==> src/rtl/jtag_tap_ctrl.sv <==
// jtag_tap_ctrl -- IEEE 1149.1 TAP controller with 4-bit IR, bypass and optional IDCODE register.
//
// Optional feature macro: JTAG_TAP_IDCODE_EN
//   defined   : 32-bit IDCODE register present, opcode 4'b0010 selects it, reset instruction IDCODE
//   undefined : no IDCODE register, 4'b0010 decodes as BYPASS, reset instruction BYPASS
//
// Ports
//   tck_i                   test clock, all state changes on its rising edge
//   trst_i                  synchronous active-high reset into Test-Logic-Reset
//   tms_i                   test mode select
//   tdi_i                   serial test data in
//   tdo_o / tdo_oe_o        serial test data out and its drive enable (ShDR / ShIR only)
//   test_logic_reset_o      high in Test-Logic-Reset
//   capture/shift/pause/update_dr_o   high in the same-named DR state
//   extest/sample_preload/mbist/debug_select_o   decoded from the active instruction
//   bs_chain_tdo_i, debug_tdo_i, mbist_tdo_i     serial returns of the external DR chains
module jtag_tap_ctrl #(
    parameter logic [31:0] IDCODE_VALUE = 32'h1180_0001
) (
    input  logic tck_i,
    input  logic trst_i,
    input  logic tms_i,
    input  logic tdi_i,
    output logic tdo_o,
    output logic tdo_oe_o,
    output logic test_logic_reset_o,
    output logic capture_dr_o,
    output logic shift_dr_o,
    output logic pause_dr_o,
    output logic update_dr_o,
    output logic extest_select_o,
    output logic sample_preload_select_o,
    output logic mbist_select_o,
    output logic debug_select_o,
    input  logic bs_chain_tdo_i,
    input  logic debug_tdo_i,
    input  logic mbist_tdo_i
);

    typedef enum logic [3:0] {
        StTlr, StRti,
        StSelDr, StCapDr, StShDr, StEx1Dr, StPauDr, StEx2Dr, StUpdDr,
        StSelIr, StCapIr, StShIr, StEx1Ir, StPauIr, StEx2Ir, StUpdIr
    } state_e;

    localparam logic [3:0] OpExtest  = 4'b0000;
    localparam logic [3:0] OpSample  = 4'b0001;
    localparam logic [3:0] OpDebug   = 4'b1000;
    localparam logic [3:0] OpMbist   = 4'b1001;
    localparam logic [3:0] IrCapture = 4'b0001;
`ifdef JTAG_TAP_IDCODE_EN
    localparam logic [3:0] OpIdcode  = 4'b0010;
    localparam logic [3:0] IrReset   = OpIdcode;
`else
    localparam logic [3:0] IrReset   = 4'b1111;
`endif

    state_e     state_q, state_d;
    logic [3:0] ir_q, ir_d;
    logic [3:0] ir_sh_q, ir_sh_d;
    logic       bypass_q, bypass_d;
    logic       sel_extest, sel_sample, sel_debug, sel_mbist, sel_idcode, sel_bypass;
`ifdef JTAG_TAP_IDCODE_EN
    logic [31:0] idcode_q, idcode_d;
`endif

    // TMS-driven next state; trst_i is applied in the register process.
    always_comb begin
        state_d = state_q;
        case (state_q)
            StTlr:   state_d = tms_i ? StTlr   : StRti;
            StRti:   state_d = tms_i ? StSelDr : StRti;
            StSelDr: state_d = tms_i ? StSelIr : StCapDr;
            StCapDr: state_d = tms_i ? StEx1Dr : StShDr;
            StShDr:  state_d = tms_i ? StEx1Dr : StShDr;
            StEx1Dr: state_d = tms_i ? StUpdDr : StPauDr;
            StPauDr: state_d = tms_i ? StEx2Dr : StPauDr;
            StEx2Dr: state_d = tms_i ? StUpdDr : StShDr;
            StUpdDr: state_d = tms_i ? StSelDr : StRti;
            StSelIr: state_d = tms_i ? StTlr   : StCapIr;
            StCapIr: state_d = tms_i ? StEx1Ir : StShIr;
            StShIr:  state_d = tms_i ? StEx1Ir : StShIr;
            StEx1Ir: state_d = tms_i ? StUpdIr : StPauIr;
            StPauIr: state_d = tms_i ? StEx2Ir : StPauIr;
            StEx2Ir: state_d = tms_i ? StUpdIr : StShIr;
            StUpdIr: state_d = tms_i ? StSelDr : StRti;
            default: state_d = StTlr;
        endcase
    end

    // Instruction decode; unlisted opcodes fall through to BYPASS.
    always_comb begin
        sel_extest = (ir_q == OpExtest);
        sel_sample = (ir_q == OpSample);
        sel_debug  = (ir_q == OpDebug);
        sel_mbist  = (ir_q == OpMbist);
`ifdef JTAG_TAP_IDCODE_EN
        sel_idcode = (ir_q == OpIdcode);
`else
        sel_idcode = 1'b0;
`endif
        sel_bypass = !(sel_extest || sel_sample || sel_debug || sel_mbist || sel_idcode);
    end

    // Register next-state. Entering TLR through TMS clears/resets on the same edge as the
    // state change so the selects never show a stale instruction while in TLR.
    always_comb begin
        ir_d     = ir_q;
        ir_sh_d  = ir_sh_q;
        bypass_d = bypass_q;
`ifdef JTAG_TAP_IDCODE_EN
        idcode_d = idcode_q;
`endif
        if (state_d == StTlr) begin
            ir_d     = IrReset;
            ir_sh_d  = 4'b0000;
            bypass_d = 1'b0;
`ifdef JTAG_TAP_IDCODE_EN
            idcode_d = 32'h0;
`endif
        end else begin
            case (state_q)
                StCapIr: ir_sh_d = IrCapture;
                StShIr:  ir_sh_d = {tdi_i, ir_sh_q[3:1]};
                StUpdIr: ir_d    = ir_sh_q;
                StCapDr: begin
                    if (sel_bypass) bypass_d = 1'b0;
`ifdef JTAG_TAP_IDCODE_EN
                    if (sel_idcode) idcode_d = {IDCODE_VALUE[31:1], 1'b1};
`endif
                end
                StShDr: begin
                    if (sel_bypass) bypass_d = tdi_i;
`ifdef JTAG_TAP_IDCODE_EN
                    if (sel_idcode) idcode_d = {tdi_i, idcode_q[31:1]};
`endif
                end
                default: ;
            endcase
        end
    end

    always_ff @(posedge tck_i) begin
        if (trst_i) begin
            state_q  <= StTlr;
            ir_q     <= IrReset;
            ir_sh_q  <= 4'b0000;
            bypass_q <= 1'b0;
`ifdef JTAG_TAP_IDCODE_EN
            idcode_q <= 32'h0;
`endif
        end else begin
            state_q  <= state_d;
            ir_q     <= ir_d;
            ir_sh_q  <= ir_sh_d;
            bypass_q <= bypass_d;
`ifdef JTAG_TAP_IDCODE_EN
            idcode_q <= idcode_d;
`endif
        end
    end

    // Serial output mux.
    always_comb begin
        tdo_o = 1'b0;
        if (state_q == StShIr) begin
            tdo_o = ir_sh_q[0];
        end else if (state_q == StShDr) begin
            if (sel_extest || sel_sample) tdo_o = bs_chain_tdo_i;
            else if (sel_debug)           tdo_o = debug_tdo_i;
            else if (sel_mbist)           tdo_o = mbist_tdo_i;
`ifdef JTAG_TAP_IDCODE_EN
            else if (sel_idcode)          tdo_o = idcode_q[0];
`endif
            else                          tdo_o = bypass_q;
        end
    end

    assign tdo_oe_o                = (state_q == StShDr) || (state_q == StShIr);
    assign test_logic_reset_o      = (state_q == StTlr);
    assign capture_dr_o            = (state_q == StCapDr);
    assign shift_dr_o              = (state_q == StShDr);
    assign pause_dr_o              = (state_q == StPauDr);
    assign update_dr_o             = (state_q == StUpdDr);
    assign extest_select_o         = sel_extest;
    assign sample_preload_select_o = sel_sample;
    assign mbist_select_o          = sel_mbist;
    assign debug_select_o          = sel_debug;

endmodule
==> config.mk <==
export PLATFORM = sky130hd
export DESIGN_NAME = jtag_tap_ctrl
export DESIGN_NICKNAME = d
export VERILOG_FILES = /design/src/rtl/jtag_tap_ctrl.sv
export SDC_FILE = /design/constraint.sdc
export NUM_CORES = 1
export LEC_CHECK = 0
export ABC_AREA = 1
export CORE_MARGIN = 3
export CORE_UTILIZATION = 30
export DETAILED_ROUTE_END_ITERATION = 6
export PLACE_DENSITY = 0.57
export SLEW_MARGIN = 10
export SYNTH_ARGS = -nofsm -noshare
export SYNTH_HDL_FRONTEND = slang
export SYNTH_SLANG_ARGS = --single-unit
==> constraint.sdc <==
create_clock -name tck_i -period 1.4 [get_ports tck_i]
set_clock_uncertainty 0.05 [all_clocks]
set_input_delay 0.28 -clock tck_i [delete_from_list [all_inputs] [get_ports tck_i]]
set_output_delay 0.28 -clock tck_i [all_outputs]
set_load 0.01 [all_outputs]
==> summary.txt <==
Detail Route Antenna Nets: 0
Area grow syn2layout: 112%
Final-report setup violation count: 22
Logic pwr share: 38.2%
Switching Fraction: 33.4%
Worst-skew pair later-pin latency: 0.27 ns
Internal power: 0.668 mW
Failing checks: setup timing
First-pass GRT wire length: 5200 µm
Final Critical Period: 1.67 ns
Hold depth: 2
Pre-CTS setup slack: -0.497 ns
#FFs+latches synth: 13
Cell area after synthesis: 880 µm²
Crit path required time: 1.07 ns
RSZ-0062 raised after global routing: yes
Drt wl/cell: 14.6 µm
Root buf cell: clkbuf_4
Clock share of power: 23.2%
Clock transition at path regs: 0.08 ns
Startpoint Class: register
I/O Pins: 18
Synth Instances: 140
Antenna diodes: 0
Die height: 60.1 µm
R2R depth: 11
CP max FO: 3
Drt first pass iters: 4
Slew at the pin with the worst max-slew slack: 0.348 ns
Register share of total power: 38.7%
Rows: 19
Layout cells sized above 1: 70.5%
Post-synthesis sequential area ratio: 29.6%
DRC Markers: 0
Gr ovfl total: 0
MaxCap Viol Count: 0
All-Layer GR Usage: 19.6%
WL final: 3520 µm
Slew HR: 76.8%
Leakage: 0.932 nW
Outcome: finished with violations
PD cells: 537 nW/µm²
Ys Warns: 0
CTS tree: built
CP Capture Type: output port
Arrival @ worst endpoint: 1.34 ns
Vias in the first global route: 1167
Hold Violations, Final: 0
Fin worst setup slack: -0.272 ns
Peak Freq: 0.598 GHz
Clock Path Buffers: 2
Die area: 3620 µm²
VDD IR max: 0.450 mV
Final Cycle Share: 119%
Smallest hold slack: 0.506 ns
Port Buf Inserts: 17
Sink Count: 13
Vias: 1177
Hold crit path type: register to register
GPL Wtd Cong: 0.856
Number of DRC markers in iteration 0: 40
CTS H-tree depth: 1
Post-synth top flop: dfxtp_1
Fin util: 67.1%
Starting Density: 31.6%
Final net count: 218
Syn avg cell area: 6.28 µm²
Core area: 2780 µm²
Initial antenna violation count: 0
Count of pins over their slew limit: 0
Dpl hpwl: 1940 µm
Net switching power figure: 0.335 mW
TritonCTS Buffers: 3
Vias per cell: 4.88
Largest net degree at the start of global routing: 9
EDFF count, synth: 0
Die X: 60.1 µm
Type of the worst setup path: register to output port
Async SR Flop Fraction: 0%
Synth Net Count: 147
Unique masters post-synth: 21
## kinds of logic (layout without fill, tap and decap cells)
family                 after synthesis  in the layout  synth area share [%]
AND/OR/NAND/NOR                     85             85                  49.5
buffers and inverters               27             97                  11.7
AO/OA/AOI/OAI                       15             15                  9.25
flip-flops                          13             13                  29.6
## layout make-up
class	count	area (µm²)
Fill cell	207	915
Clock buffer	3	22.5
Tap cell	31	38.8
Timing Repair Buffer	67	622
Sequential cell	13	278
Multi-Input combinational cell	100	790
Inverter	26	111
Clock inverter	1	5.00
## registers in the layout (all words and copies together) (netlist names)
| signal | cells |
|---|---|
| ir_q | 4 |
| ir_sh_q | 4 |
| state_q | 4 |
| bypass_q | 1 |
## power by group through the flow
stage / Combinational (mW) / Clock, mW / Sequential (mW)
final: 0.383 / 0.232 / 0.388
after global routing: 0.406 / 0.267 / 0.388
after CTS: 0.320 / 0.242 / 0.385
after detailed placement: 0.212 / 0 / 0.393
after global placement: 0.209 / 0 / 0.393
after floorplan: 0.115 / 0 / 0.395
## cell usage in the layout, fill, tap and decap left out, types with 6 or more instances in the layout
cell type         n
nand2_4          10
nand3_2           9
buf_4            28
nor2_4           14
buf_6            29
nand2_2          11
nor2_2           13
inv_1            13
dfxtp_1           7
nand2_1          15
inv_2             7
clkdlybuf4s50_1   6
## cell usage after synthesis, types with 3 or more instances
| cell | instances | share of area, % |
|---|---|---|
| nand2_2 | 3 | 2.1 |
| o21ai_0 | 6 | 3.4 |
| nand3_1 | 9 | 5.1 |
| nand3_2 | 3 | 3.4 |
| inv_2 | 4 | 1.7 |
| nand2_1 | 33 | 14 |
| nor2_1 | 19 | 8.1 |
| dfxtp_1 | 13 | 30 |
| o22ai_1 | 5 | 3.6 |
| inv_1 | 20 | 8.5 |
| nor2_2 | 12 | 8.5 |
## routing by layer
| layer | track usage, % | vias to the layer above | part of all wire, % |
|---|---|---|---|
| met4 | 9.18 | 0 | 1.2 |
| li1 | - | 579 | - |
| met5 | 0 | - | 0 |
| met1 | 21.5 | 566 | 38 |
| met3 | 3.02 | 4 | 3.5 |
| met2 | 36.1 | 28 | 57 |
## repair_timing
item | CTS | global route
hold buffers | 0 | 0
pin swaps | 30 | 25
setup buffers | 19 | 4
setup endpoints to repair | 22 | 23
gates resized for setup | 127 | 38
## metrics by stage
step | TNS, ns | power (mW) | std cells | area (µm²)
floorplan | 0 | 0.511 | 140 | 890
global placement | -6.65 | 0.602 | 220 | 1340
detailed placement | -7.09 | 0.606 | 220 | 1340
CTS | -3.47 | 0.947 | 239 | 1730
global route | -5.45 | 1.06 | 241 | 1870
finish | -4.00 | 1.00 | 241 | 1870
## critical path: stages (launching register included)
cell and delay (ns):
dfxtp_2 0.35, nor2_4 0.12, nand2_2 0.08, nor2_2 0.11
nand2_1 0.07, nand3_2 0.06, a21oi_2 0.04, o22ai_2 0.08
buf_2 0.16
## final timing paths
kind | from | endpoint | slack (ns)
min | ir_sh_q[1]$_SDFFE_PP0P_ | ir_sh_q[0]$_SDFFE_PP0P_ | 0.51
min reg2reg | ir_sh_q[1]$_SDFFE_PP0P_ | ir_sh_q[0]$_SDFFE_PP0P_ | 0.51
max | ir_q[2]$_SDFFE_PP1P_ | tdo_o | -0.27
max reg2reg | state_q[3]$_SDFF_PP0_ | ir_sh_q[0]$_SDFFE_PP0P_ | -0.23
Power figures use the tool's default switching activity.
